$ cat src/rtl/dht11_responder.sv
// DHT11 sensor-side emulator: detects a host start pulse, answers with the 80/80 us ack and a 40-bit frame.
// Input path adds 2 cycles of synchronizer latency; no backpressure, dht_in is ignored while the frame is sent.
module dht11_responder #(
  parameter int CICLOS_US       = 50,
  parameter int T_START_US      = 18000,
  parameter int T_RESP_DELAY_US = 30,
  parameter int T_BIT1_HIGH_US  = 70,
  parameter int T_BIT0_HIGH_US  = 27
) (
  input  logic        clock,
  input  logic        reset,
  input  logic        dht_in,
  input  logic        habilita,
  input  logic [15:0] umidade_in,
  input  logic [15:0] temperatura_in,
  input  logic        erro_checksum,
  output logic        dht_drive_low,
  output logic        ocupado,
  output logic        fim_resposta,
  output logic [3:0]  db_estado
);

  localparam int T_ACK_US     = 80;
  localparam int T_BIT_LOW_US = 50;
  localparam int T_FIM_LOW_US = 50;
  localparam int PW           = (CICLOS_US > 1) ? $clog2(CICLOS_US) : 1;
  localparam int T_MAX_A      = (T_START_US > T_ACK_US) ? T_START_US : T_ACK_US;
  localparam int T_MAX_B      = (T_BIT1_HIGH_US > T_RESP_DELAY_US) ? T_BIT1_HIGH_US : T_RESP_DELAY_US;
  localparam int T_MAX        = (T_MAX_A > T_MAX_B) ? T_MAX_A : T_MAX_B;
  localparam int UW           = $clog2(T_MAX + 1);

  typedef enum logic [3:0] {
    IDLE       = 4'd0,
    MEDE_START = 4'd1,
    DELAY      = 4'd2,
    ACK_LOW    = 4'd3,
    ACK_HIGH   = 4'd4,
    BIT_LOW    = 4'd5,
    BIT_HIGH   = 4'd6,
    FIM_LOW    = 4'd7,
    FIM        = 4'd8
  } estado_t;

  estado_t        estado;
  estado_t        estado_nx;
  logic [1:0]     sync_q;
  logic           line;
  logic           armed;
  logic [PW-1:0]  presc;
  logic           tick;
  logic [UW-1:0]  us_cnt;
  logic [UW-1:0]  dur_m1;
  logic           t_fim;
  logic           start_ok;
  logic [39:0]    shift;
  logic [5:0]     bit_cnt;
  logic           load;
  logic           shift_en;
  logic [7:0]     soma;
  logic [7:0]     checksum;

  assign line      = sync_q[1];
  assign tick      = (presc == PW'(CICLOS_US - 1));
  assign t_fim     = tick && (us_cnt == dur_m1);
  assign start_ok  = (us_cnt >= UW'(T_START_US));
  assign db_estado = estado;

  // 8-bit operands keep the sum modulo 256, which is all the frame carries
  assign soma     = umidade_in[15:8] + umidade_in[7:0] + temperatura_in[15:8] + temperatura_in[7:0];
  assign checksum = soma ^ {7'd0, erro_checksum};

  always_comb begin
    dur_m1 = UW'(T_START_US - 1);
    case (estado)
      DELAY:             dur_m1 = UW'(T_RESP_DELAY_US - 1);
      ACK_LOW, ACK_HIGH: dur_m1 = UW'(T_ACK_US - 1);
      BIT_LOW:           dur_m1 = UW'(T_BIT_LOW_US - 1);
      FIM_LOW:           dur_m1 = UW'(T_FIM_LOW_US - 1);
      BIT_HIGH:          dur_m1 = shift[39] ? UW'(T_BIT1_HIGH_US - 1) : UW'(T_BIT0_HIGH_US - 1);
      default:           dur_m1 = UW'(T_START_US - 1);
    endcase
  end

  always_ff @(posedge clock) begin
    if (!reset) begin
      estado <= IDLE;
    end else begin
      estado <= estado_nx;
    end
  end

  always_comb begin
    estado_nx = estado;
    load      = 1'b0;
    shift_en  = 1'b0;
    case (estado)
      IDLE: begin
        if (armed && !line && habilita) begin
          estado_nx = MEDE_START;
        end
      end
      MEDE_START: begin
        if (line) begin
          if (start_ok) begin
            estado_nx = DELAY;
            load      = 1'b1;
          end else begin
            estado_nx = IDLE;
          end
        end
      end
      DELAY:    if (t_fim) estado_nx = ACK_LOW;
      ACK_LOW:  if (t_fim) estado_nx = ACK_HIGH;
      ACK_HIGH: if (t_fim) estado_nx = BIT_LOW;
      BIT_LOW:  if (t_fim) estado_nx = BIT_HIGH;
      BIT_HIGH: begin
        if (t_fim) begin
          shift_en  = 1'b1;
          estado_nx = (bit_cnt == 6'd39) ? FIM_LOW : BIT_LOW;
        end
      end
      FIM_LOW:  if (t_fim) estado_nx = FIM;
      FIM:      estado_nx = IDLE;
      default:  estado_nx = IDLE;
    endcase
  end

  always_ff @(posedge clock) begin
    if (!reset) begin
      sync_q        <= 2'b11;
      armed         <= 1'b0;
      presc         <= '0;
      us_cnt        <= '0;
      shift         <= '0;
      bit_cnt       <= '0;
      dht_drive_low <= 1'b0;
      ocupado       <= 1'b0;
      fim_resposta  <= 1'b0;
    end else begin
      sync_q <= {sync_q[0], dht_in};
      // a start needs a high sample seen in IDLE first, so a line already low on IDLE entry never triggers
      armed  <= (estado == IDLE) && line;

      if (estado_nx != estado) begin
        presc  <= '0;
        us_cnt <= '0;
      end else begin
        presc <= tick ? '0 : presc + PW'(1);
        if (tick && (estado != IDLE) && !((estado == MEDE_START) && start_ok)) begin
          us_cnt <= us_cnt + UW'(1);
        end
      end

      if (load) begin
        shift   <= {umidade_in, temperatura_in, checksum};
        bit_cnt <= '0;
      end else if (shift_en) begin
        shift   <= {shift[38:0], 1'b0};
        bit_cnt <= bit_cnt + 6'd1;
      end

      dht_drive_low <= (estado_nx == ACK_LOW) || (estado_nx == BIT_LOW) || (estado_nx == FIM_LOW);
      ocupado       <= (estado_nx != IDLE) && (estado_nx != MEDE_START) && (estado_nx != FIM);
      fim_resposta  <= (estado_nx == FIM);
    end
  end

endmodule

$ cat config.mk
export PLATFORM = sky130hd
export DESIGN_NAME = dht11_responder
export DESIGN_NICKNAME = d
export VERILOG_FILES = /design/src/rtl/dht11_responder.sv
export SDC_FILE = /design/constraint.sdc
export NUM_CORES = 1
export LEC_CHECK = 0
export BUFFER_PORTS_ARGS = -buffer_cell sky130_fd_sc_hd__clkbuf_2
export CAP_MARGIN = 20
export CELL_PAD_IN_SITES_DETAIL_PLACEMENT = 1
export CELL_PAD_IN_SITES_GLOBAL_PLACEMENT = 2
export CORE_ASPECT_RATIO = 0.7
export CORE_UTILIZATION = 39
export DETAILED_ROUTE_END_ITERATION = 6
export PLACE_DENSITY = 0.86
export SLEW_MARGIN = 10
export SYNTH_ARGS = -nofsm -noshare
export SYNTH_HDL_FRONTEND = slang
export SYNTH_SLANG_ARGS = --single-unit
$ cat constraint.sdc
create_clock -name clock -period 6.4 [get_ports clock]
set_clock_uncertainty 0.1 [all_clocks]
set_input_delay 0.96 -clock clock [delete_from_list [all_inputs] [get_ports clock]]
set_output_delay 0.96 -clock clock [all_outputs]
set_load 0.05 [all_outputs]
* After elaboration in Yosys (flattened, before gate mapping)
Cells that the tools add are included.
Storage, ports and cells: input bits 37, register bits after elaboration 77, word-level logic and storage cells 78, output and inout bits 7
Cells by class: multiplexer cells 20, $lt $le $gt $ge 1, eq/ne operators 17, bitwise gates (word level) 2, reductions and logical operators 22, add/subtract/negate cells 6
Operators by type and width (count):
- $mux 40 | 2
- $pmux 15 s4 | 1
- $mux 4 | 8
- $pmux 4 s8 | 1
- $add 8x8->8 | 3
- $eq 4x3->1 const B | 6
- $add 15x1->15 const B | 1
- $eq 15x15->1 | 1
- $ge 15x15->1 const B | 1
- $add 6x1->6 const B | 2
- $eq 4x2->1 const B | 3
- $eq 6x6->1 const B | 2
- $logic_and 1x1->1 | 9
- $reduce_bool 4->1 | 2
- $reduce_or 2->1 | 4
- $xor 8x1->8 | 1
- $mux 7 | 1
- $mux 1 | 5
- $eq 4x1->1 const B | 1
- $eq 4x4->1 const B | 1
- $logic_not 4->1 | 1
- $mux 2 | 2
- $ne 4x1->1 const B | 1
- $ne 4x4->1 | 1
- 6 further kinds | 8

* Depth between registers and ports, before layout
depth in word-level cells 10, depth in mapped cells 12, mapped depth without buffers 12

* Worst setup path before layout
OpenSTA, ideal clock, no wires.
kind input to register, start point input umidade_in[1], end point register shift[7], setup time 0.131 ns, stages 12, data required time 6.169 ns, path buffers 0, arrival time 3.241 ns, path slack 2.928 ns, cells stage by stage fa_1 > fa_1 > ha_1 > inv_1 > fa_1 > nor2b_1 > nor3_1 > o21bai_1 > a21oi_1 > xnor2_1 > o21ai_0 > a21oi_1
Between the ends: word-level cells in the longest chain between the ends 5
RTL lines:
- start: declaration | RTL line 14 | input logic [15:0] umidade_in,
- $add 8x8->8 (3 in a row) | RTL line 69 | assign soma = umidade_in[15:8] + umidade_in[7:0] + temperatura_in[15:8] + temperatura_in[7:0];
- $xor 8x1->8 | RTL line 70 | assign checksum = soma ^ {7'd0, erro_checksum};
- $mux 40 | RTL line 154 | if (load) begin
- end signal: assignment | RTL line 155 | shift <= {umidade_in, temperatura_in, checksum};
- end signal: assignment | RTL line 158 | shift <= {shift[38:0], 1'b0};
- end: declaration | RTL line 55 | logic [39:0] shift;
Every way passes these cells. A chain may end at the register's enable or synchronous reset.

* Worst setup path in the final report
Same ends and word-level chain as after synthesis.

==> results.toml <==
[clock_network]
insertion_delay_ns = 0.34
clockRootBuffer = "clkbuf_16"
cts_buffer_depth = 2
htreeDepth = 3
cts_tree = "done"
holdBufCountCts = 0
cts_resized = 0
clk_pin_slew_ns = 0.06
postCtsSetupBuffers = 0
cts_made_buffers = 9
cts.sinks = 77

[global_routing]
grt_usage = 0.219
grt_pass1_wl_um = 18700
grt_overflow = 0
grt_max_degree = 67
grt_pass1_vias = 3495
antenna_found_initial = 0

[place]
routabilityCongestion = 0.812
post-place-cells = 640
port_buffers = 43
place_area_sq_um = 4520
hpwlAfterDp_um = 8690

[power_and_ir_drop]
p_leak_uw = 0.00183
vdd_drop_max_uv = 120
powerDensity_nw_per_um2 = 245

[cells_and_area]
drive_above_1_share = 0.164
fill_cells = 1262
fin_util = 0.462
final_cells = 656
fin_area_sq_um = 4840
nets = 582
n_antenna_cell = 0
area_growth_pct = 13.7

[critical_path]
worstSetupPathType = "in2reg"
crit_path_end_kind = "flop"
worstPathMaxFanout = 2
r2r_cells = 6
cp.arrival_ns = 3.54
critPathSlowestCell = "fa_1"
crit_required_ns = 6.52
slowest_delay_ns = 0.53
cp_cell_sequence = "clkbuf_2 -> fa_1 -> fa_1 -> ha_1 -> inv_1 -> fa_1 -> nor2b_1 -> nor3_1 -> o21bai_1 -> a21oi_1 -> xnor2_1 -> o21ai_0 -> a21oi_1"
path_buf_inv = 2
cp.depth = 13
start_kind = "primary input"
critPathTopFamily = "adder cells"
crit_top_cell = "fa_1"

[die]
die_h_um = 89.4
io_pins = 44
dieWidth_um = 127
rows = 31
fp.coreArea_sq_um = 10500
start_util = 0.406
die_area_sq_um = 11300

[timing]
tightest_slew_ns = 1.08
timing.slew.headroom = 0.280
rsz0062_at_grt = "false"
setup_tns_ns = 0
setup_viol = 0
finalCritPeriodShare = 0.535
period_minus_slack_ns = 3.42
hold_viol = 0
slew_viol_final = 0
clock.fmax_mhz = 292

[route]
drtPass1Iterations = 4
drt_first_iter_violations = 194
dr_total_vias = 3697
vias_per_cell = 5.64
post_drt_wl_per_cell_um = 18.2
drtAntennaViolNets = 0
wl_um = 12000
drc_errors = 0

[hold_path]
whs_path_depth = 1
hold_path.class = "reg2reg"

[synth]
yosysSeqAreaShare = 0.362
ys_ff_latch = 77
synthFlopType = "dfxtp_1"
ys_types = 53
synth_edf_count = 0
synth_area_sq_um = 4260
syn_nets = 553
synth-async-reset-ratio = 0
synth_area_per_cell_sq_um = 8.69
yosysWarnings = 0
syn_inst = 490

[run]
max-cap-violations = 0

[run_status]
status = "finished, final reports clean"
layer usage:
metal | routed length, um | vias up | part of all wire | GRT usage
li1 | - | 1810 | - | -
met1 | 6330 | 1835 | 0.53 | 0.325
met2 | 5070 | 45 | 0.42 | 0.315
met3 | 447 | 7 | 0.037 | 0.0485
met4 | 116 | 0 | 0.0097 | 0.0584
met5 | 0 | - | 0 | 0
sequential cells by signal (all words and copies together) (netlist names):
register	cells
db_estado	4
ocupado	1
dht_drive_low	1
armed	1
presc	6
shift	40
us_cnt	15
sync_q	2
fim_resposta	1
bit_cnt	6
cells in the final DEF (no fill, tap or decap), drive strengths merged, types with 2 or more instances in the layout:
cell and instances:
nor2 65, xnor2 15, nand4bb 2, o211ai 16
or3 5, clkinvlp 3, clkinv 2, a21bo 2
nand2b 6, nor3 12, a21oi 19, o221a 16
nand2 43, o21a 4, nor2b 3, nand3 44
bufinv 2, nor3b 2, buf 2, nand4 7
ha 12, and4 5, clkbuf 53, inv 10
dfxtp 77, o21ai 24, a31oi 5, and2 3
mux2i 6, fa 14, xor2 16, nor4 4
and3 11
stage by stage:
| stage | setup slack, ns | total power [uW] | hold slack (ns) |
|---|---|---|---|
| global placement | 2.71 | 646 | 0.290 |
| finish | 2.98 | 1190 | 0.308 |
| detailed placement | 2.64 | 650 | 0.296 |
| floorplan | 2.93 | 604 | 0.286 |
| CTS | 2.99 | 1200 | 0.311 |
| global route | 2.78 | 1240 | 0.328 |
worst paths after layout:
| kind | start | endpoint | slack [ns] |
|---|---|---|---|
| setup reg to reg | db_estado[0] | shift[14] | 3.00 |
| hold reg to reg | sync_q[0] | sync_q[1] | 0.31 |
| setup / recovery | umidade_in[1] | shift[7] | 2.98 |
| hold / removal | sync_q[0] | sync_q[1] | 0.31 |
cell families (layout without fill, tap and decap cells):
kind of cell	Yosys count	count (layout)	share of synthesized area
mux	6	6	0.0141
compound gates	98	98	0.165
simple gates	214	214	0.254
buf+inv	38	72	0.0397
flops	77	77	0.362
xor+xnor	31	31	0.0638
fa+ha+maj	26	26	0.101
final cells by class:
type | count | area (sq um) | share of cell area
sequential | 77 | 1540 | 0.318
multi-input combinational | 375 | 2550 | 0.526
clock buffer | 10 | 229 | 0.0473
clock inverter | 6 | 87.6 | 0.0181
tap | 132 | 165 | 0.0341
timing repair buffer | 45 | 230 | 0.0476
inverter | 11 | 41.3 | 0.00853
where the power goes:
| group | internal, uW | leakage [uW] | switching (uW) |
|---|---|---|---|
| Clock | 341 | 0.000145 | 206 |
| Combinational | 68.6 | 0.00107 | 87.5 |
| Sequential | 482 | 0.000621 | 2.48 |
| Total | 892 | 0.00183 | 296 |
Yosys cell counts (11+ instances only):
| master | number | area [sq um] |
|---|---|---|
| ha_1 | 12 | 150 |
| nand3_1 | 43 | 215 |
| a21oi_1 | 19 | 95.1 |
| nor2_1 | 65 | 244 |
| clkbuf_1 | 13 | 48.8 |
| fa_1 | 14 | 280 |
| o21ai_0 | 24 | 120 |
| xor2_1 | 16 | 140 |
| o211ai_1 | 16 | 120 |
| xnor2_1 | 15 | 131 |
| dfxtp_1 | 77 | 1540 |
| nand2_1 | 42 | 158 |
| and3_1 | 11 | 68.8 |
| o221a_2 | 16 | 180 |
No activity file was read; power rests on OpenSTA's default activity.
